<file path="config.mk">
export PLATFORM = sky130hd
export DESIGN_NAME = mem_rsp_demux
export DESIGN_NICKNAME = d
export VERILOG_FILES = /design/src/rtl/mem_rsp_pkg.sv /design/src/rtl/mem_rsp_demux_tag_fifo.sv /design/src/rtl/mem_rsp_demux.sv
export SDC_FILE = /design/constraint.sdc
export NUM_CORES = 1
export LEC_CHECK = 0
export CAP_MARGIN = 30
export CORE_AREA = 5 5 78 108
export DETAILED_ROUTE_END_ITERATION = 7
export DIE_AREA = 0 0 83 113
export PLACE_DENSITY_LB_ADDON = 0.1
export REMOVE_ABC_BUFFERS = 1
export SLEW_MARGIN = 10
export SYNTH_ARGS = -nofsm -noshare
export SYNTH_HDL_FRONTEND = slang
export SYNTH_HIERARCHICAL = 1
export SYNTH_SLANG_ARGS = --single-unit
</file>
<file path="constraint.sdc">
create_clock -name clk -period 3.2 [get_ports clk]
set_clock_uncertainty 0.1 [all_clocks]
set_input_delay 0.64 -clock clk [delete_from_list [all_inputs] [get_ports clk]]
set_output_delay 0.64 -clock clk [all_outputs]
set_load 0.02 [all_outputs]
</file>
<file path="src/rtl/mem_rsp_pkg.sv">
// Shared requester-select type and constants for the memory request/response path.
package mem_rsp_pkg;

    typedef logic rsp_sel_t;

    localparam rsp_sel_t SEL_FETCH = 1'b0;
    localparam rsp_sel_t SEL_DATA  = 1'b1;

    // An output register can take a new response when it is empty or draining this cycle.
    function automatic logic port_can_load(input logic vld, input logic rdy);
        return !vld || rdy;
    endfunction

endpackage

</file>
<file path="src/rtl/mem_rsp_demux_tag_fifo.sv">
// In-order tag FIFO with a count-based occupancy so full and empty never alias.
module tag_fifo #(
    parameter  int W     = 1,
    parameter  int DEPTH = 4,
    localparam int CW    = $clog2(DEPTH + 1),
    localparam int PW    = $clog2(DEPTH)
) (
    input  logic          clk,
    input  logic          rst,
    input  logic          push,
    input  logic          pop,
    input  logic [W-1:0]  din,
    output logic [W-1:0]  head,
    output logic [CW-1:0] count,
    output logic          full,
    output logic          empty
);

    logic [W-1:0]  mem [DEPTH];
    logic [PW-1:0] wptr;
    logic [PW-1:0] rptr;
    logic          do_push;
    logic          do_pop;

    assign full    = (count == CW'(DEPTH));
    assign empty   = (count == '0);
    // A push into a full FIFO only lands when a pop frees the slot in the same cycle.
    assign do_push = push && (!full || pop);
    assign do_pop  = pop && !empty;
    assign head    = mem[rptr];

    always_ff @(posedge clk or posedge rst) begin
        if (rst) begin
            wptr  <= '0;
            rptr  <= '0;
            count <= '0;
        end else begin
            if (do_push) wptr <= wptr + PW'(1);
            if (do_pop)  rptr <= rptr + PW'(1);
            case ({do_push, do_pop})
                2'b10:   count <= count + CW'(1);
                2'b01:   count <= count - CW'(1);
                default: count <= count;
            endcase
        end
    end

    always_ff @(posedge clk) begin
        if (do_push) mem[wptr] <= din;
    end

endmodule

</file>
<file path="src/rtl/mem_rsp_demux.sv">
// Steers shared-memory read responses to fetch (port 0) or data (port 1) in issue order.
// Optional protocol checking is built when MEM_RSP_DEMUX_CHECK_EN is defined.
module mem_rsp_demux
    import mem_rsp_pkg::*;
#(
    parameter  int n     = 32,
    parameter  int DEPTH = 4,
    localparam int CW    = $clog2(DEPTH + 1)
) (
    input  logic          clk,
    input  logic          rst,
    input  logic          req_fire,
    input  logic          req_sel,
    output logic          tag_full,
    input  logic          rsp_valid,
    input  logic [n-1:0]  rsp_data,
    output logic          rsp_ready,
    output logic          out0_valid,
    output logic [n-1:0]  out0_data,
    input  logic          out0_ready,
    output logic          out1_valid,
    output logic [n-1:0]  out1_data,
    input  logic          out1_ready,
    output logic [CW-1:0] outstanding,
    output logic          error
);

    rsp_sel_t head;
    logic     fifo_empty;
    logic     head_can_load;
    logic     accept;

    tag_fifo #(
        .W     (1),
        .DEPTH (DEPTH)
    ) u_tags (
        .clk   (clk),
        .rst   (rst),
        .push  (req_fire),
        .pop   (accept),
        .din   (req_sel),
        .head  (head),
        .count (outstanding),
        .full  (tag_full),
        .empty (fifo_empty)
    );

    // rsp_ready depends only on tag state and consumer readiness, never on rsp_valid.
    assign head_can_load = (head == SEL_DATA) ? port_can_load(out1_valid, out1_ready)
                                              : port_can_load(out0_valid, out0_ready);
    assign rsp_ready     = !fifo_empty && head_can_load;
    assign accept        = rsp_valid && rsp_ready;

    always_ff @(posedge clk or posedge rst) begin
        if (rst) begin
            out0_valid <= 1'b0;
            out0_data  <= '0;
            out1_valid <= 1'b0;
            out1_data  <= '0;
        end else begin
            if (accept && head == SEL_FETCH) begin
                out0_valid <= 1'b1;
                out0_data  <= rsp_data;
            end else if (out0_ready) begin
                out0_valid <= 1'b0;
            end
            if (accept && head == SEL_DATA) begin
                out1_valid <= 1'b1;
                out1_data  <= rsp_data;
            end else if (out1_ready) begin
                out1_valid <= 1'b0;
            end
        end
    end

`ifdef MEM_RSP_DEMUX_CHECK_EN
    logic overflow;
    logic spurious;
    logic error_q;

    assign overflow = req_fire && tag_full && !accept;
    assign spurious = rsp_valid && fifo_empty;

    always_ff @(posedge clk or posedge rst) begin
        if (rst)                       error_q <= 1'b0;
        else if (overflow || spurious) error_q <= 1'b1;
    end

    assign error = error_q;
`else
    assign error = 1'b0;
`endif

endmodule

</file>
==> qor.yml <==
timing:
  hold_slack_ps: 403
  final_period_minus_worst_setup_slack_ps: 3040
  maxSlewHeadroom: 0.589
  clock.fmax_mhz: 329
  fin_setup_tns_ps: 0
  tightest_pin_transition_ps: 615
  finalSetupViolations: 0
  post-route-period-util: 0.950
  hold_violations: 0
  rsz0062_at_grt: "no"
  finalMaxSlewViolations: 0
critical_path:
  startpoint: "u_tags/rptr[0]"
  rr_endpoint: "u_tags/count[2]"
  r2r.worst_path.cells: 12
  worstPathArrival_ps: 2300
  type_of_the_worst_setup_path: "reg2out"
  startpoint_type: "register"
  endpoint_kind: "output port"
  critPathRequiredTime_ps: 2460
  ff2ff_setup_slack_ps: 220
  critical_path_peak_fanout: 4
  capturing_instance_or_port_of_the_critical_path: "rsp_ready"
  crit-reg2reg-launch: "u_tags/rptr[0]"
clock_tree:
  ctsLongestPathBuffers: 2
  cts_resized: 0
  post_cts_buffers: 0
  clock-sinks: 77
  postCtsHoldBufs: 0
  cts_root_buffer: "sky130_fd_sc_hd__clkbuf_8"
  ctsHtreeMaxLevel: 3
  tritoncts: "done"
  path_clk_slew_ps: 70
  worst_skew_pair.late_latency_ps: 330
  cts-buffers-inserted: 9
place:
  place_congestion: 0.736
  dp_cells: 398
  portBuffers: 109
  hpwl_um: 5080
detailed_routing:
  detailedRoute.firstPassIterationCount: 4
  routed_wirelength_um: 6800
  routed-via-count: 1934
  wire_per_inst_um: 16.5
  vias_per_cell: 4.69
  drt_iter0_markers: 35
  drc_errors: 0
  count_of_nets_left_with_antenna_violations_after_detail_routing: 0
floorplan:
  std_cell_rows: 37
  initial_core_util: 0.438
  die-area_mm2: 0.00938
  die-height_um: 113
  core-area_mm2: 0.00731
  top_level_ports: 111
  die_boundary_width_um: 83
logic_synthesis:
  synthesis.instances: 194
  cell_accounting_for_the_most_synthesized_area: "sky130_fd_sc_hd__dfrtp_1"
  yosys_register_bits: 77
  yosys_most_used_dff: "sky130_fd_sc_hd__dfrtp_1"
  syn_area_per_cell_um2: 16.5
  netlist-cell-type-count: 31
  synth_area_leaders: "sky130_fd_sc_hd__dfrtp_1, sky130_fd_sc_hd__mux2_4, sky130_fd_sc_hd__mux2_2"
  synth-edff-count: 4
  async_flop_share: 0.948
  syn-cell-area_mm2: 0.00320
  synth-seq-area-share: 0.608
  yosysTopAreaCellShare: 0.570
  yosysWarnings: 6
  synth.top_cells.by_count: "sky130_fd_sc_hd__dfrtp_1, sky130_fd_sc_hd__mux2_2, sky130_fd_sc_hd__mux2_4"
  synth.most_common_cell: "sky130_fd_sc_hd__dfrtp_1"
global_routing:
  grt_start_max_net_pins: 31
  antenna_found_initial: 0
  groute.usage.overall: 0.153
  global_route_wire_length_before_repair_um: 11300
  grt_pass1_vias: 2207
  grt-ovfl-total: 0
status:
  status: "finished, final reports clean"
power_and_ir_drop:
  power.switching_fraction: 0.352
  cell_internal_pwr_uw: 3410
  seq_power_share: 0.336
  part_of_the_power_in_the_clock_network: 0.134
  power.combinational.fraction: 0.531
  design_power_total_uw: 5270
  vdd.ir_drop.worst_mv: 0.519
  power_leakage_uw: 0.00205
  pwr_density_cell_mw_per_mm2: 1140
  switching_power_uw: 1850
cells_and_area:
  num-nets-final: 357
  antennaDiodeCount: 0
  post_route_cells_drive_above_1_share: 0.302
  areaGrowthSynthToFinish_pct: 43.9
  final_cell_count_no_fill: 412
run:
  drv.max_cap_violation_count: 0
min_path:
  hp-class: "reg2reg"
## routing by layer
metal  GRT usage  wire length [um]  part of all wire  up-vias
met5           0                 0                 0        -
met4      0.0523                59            0.0087        0
met3      0.0437               328             0.048        6
met2       0.264              3590              0.53       52
met1       0.182              2820              0.41      982
li1            -                 -                 -      894
## area by class of cell
cell class                 instances  area [um^2]
clock buffer                      10          138
clock inverter                     4         48.8
fill                             610         2710
inverter                          10         37.5
multi-input combinational         99         1170
sequential                        77         1950
tap                               97          121
timing repair buffer             115         1150
## state kept, by name, summed over array words and instances, names as in the netlist
register,count
u_tags/mem,4
out0_valid,1
u_tags/wptr,2
out1_valid,1
u_tags/rptr,2
u_tags/count,3
out1_data,32
out0_data,32
## layout by cell type (no fill, tap or decap), types with 3 or more instances in the layout
master	count
sky130_fd_sc_hd__clkdlybuf4s50_1	109
sky130_fd_sc_hd__dfrtp_1	73
sky130_fd_sc_hd__mux2_2	35
sky130_fd_sc_hd__mux2_4	30
sky130_fd_sc_hd__clkbuf_8	10
sky130_fd_sc_hd__inv_1	9
sky130_fd_sc_hd__buf_4	5
sky130_fd_sc_hd__ha_1	5
sky130_fd_sc_hd__and2_2	4
sky130_fd_sc_hd__edfxtp_1	4
sky130_fd_sc_hd__xor2_1	3
sky130_fd_sc_hd__xnor2_1	3
## power by group through the flow
| stage | Combinational [uW] | Sequential (uW) | Clock (uW) |
|---|---|---|---|
| 2_1_floorplan | 1070 | 2300 | 0 |
| 4_1_cts | 2850 | 1770 | 724 |
| 5_1_grt | 2960 | 1840 | 772 |
| 3_5_place_dp | 2840 | 1780 | 0 |
| 6_report | 2800 | 1770 | 703 |
| 3_3_place_gp | 2800 | 1770 | 0 |
## worst max-delay path, cell delays in order (launching register included)
cell and delay (ps):
sky130_fd_sc_hd__dfrtp_1 410, sky130_fd_sc_hd__mux4_2 580, sky130_fd_sc_hd__a311oi_1 310, sky130_fd_sc_hd__clkdlybuf4s50_1 680
## how the worst min path moves through the flow
| stage | start | slack, ps | endpoint | cells after the start |
|---|---|---|---|---|
| 2_1_floorplan | rst | 340 | u_tags/count[0] | 1 |
| 3_3_place_gp | u_tags/rptr[1] | 380 | u_tags/rptr[1] | 1 |
| 3_5_place_dp | out0_data[31] | 390 | out0_data[31] | 1 |
| 4_1_cts | u_tags/rptr[1] | 410 | u_tags/rptr[1] | 1 |
| 5_1_grt | out0_data[14] | 420 | out0_data[14] | 1 |
| 6_report | u_tags/rptr[1] | 400 | u_tags/rptr[1] | 1 |
## per-stage QoR
| stage | cell area, um^2 | setup WS (ps) | utilization |
|---|---|---|---|
| finish | 4610 | 160 | 0.630 |
| global placement | 4420 | 165 | 0.605 |
| detailed placement | 4420 | 84.1 | 0.605 |
| CTS | 4610 | 143 | 0.630 |
| floorplan | 3140 | 84.4 | - |
| global route | 4610 | 11.0 | 0.630 |
## cell families (layout without fill, tap and decap cells)
logic type	Yosys count	after routing	share of synthesized area
adder cells (fa/ha/maj)	6	6	0.0258
multiplexers	67	67	0.274
flip-flops	77	77	0.608
XOR/XNOR	6	6	0.0164
buffers and inverters	18	139	0.0309
AND/OR/NAND/NOR	14	14	0.0297
AO/OA/AOI/OAI	5	5	0.0145
other	1	1	0.00117
Note: power is estimated with default switching activity, not from simulation.
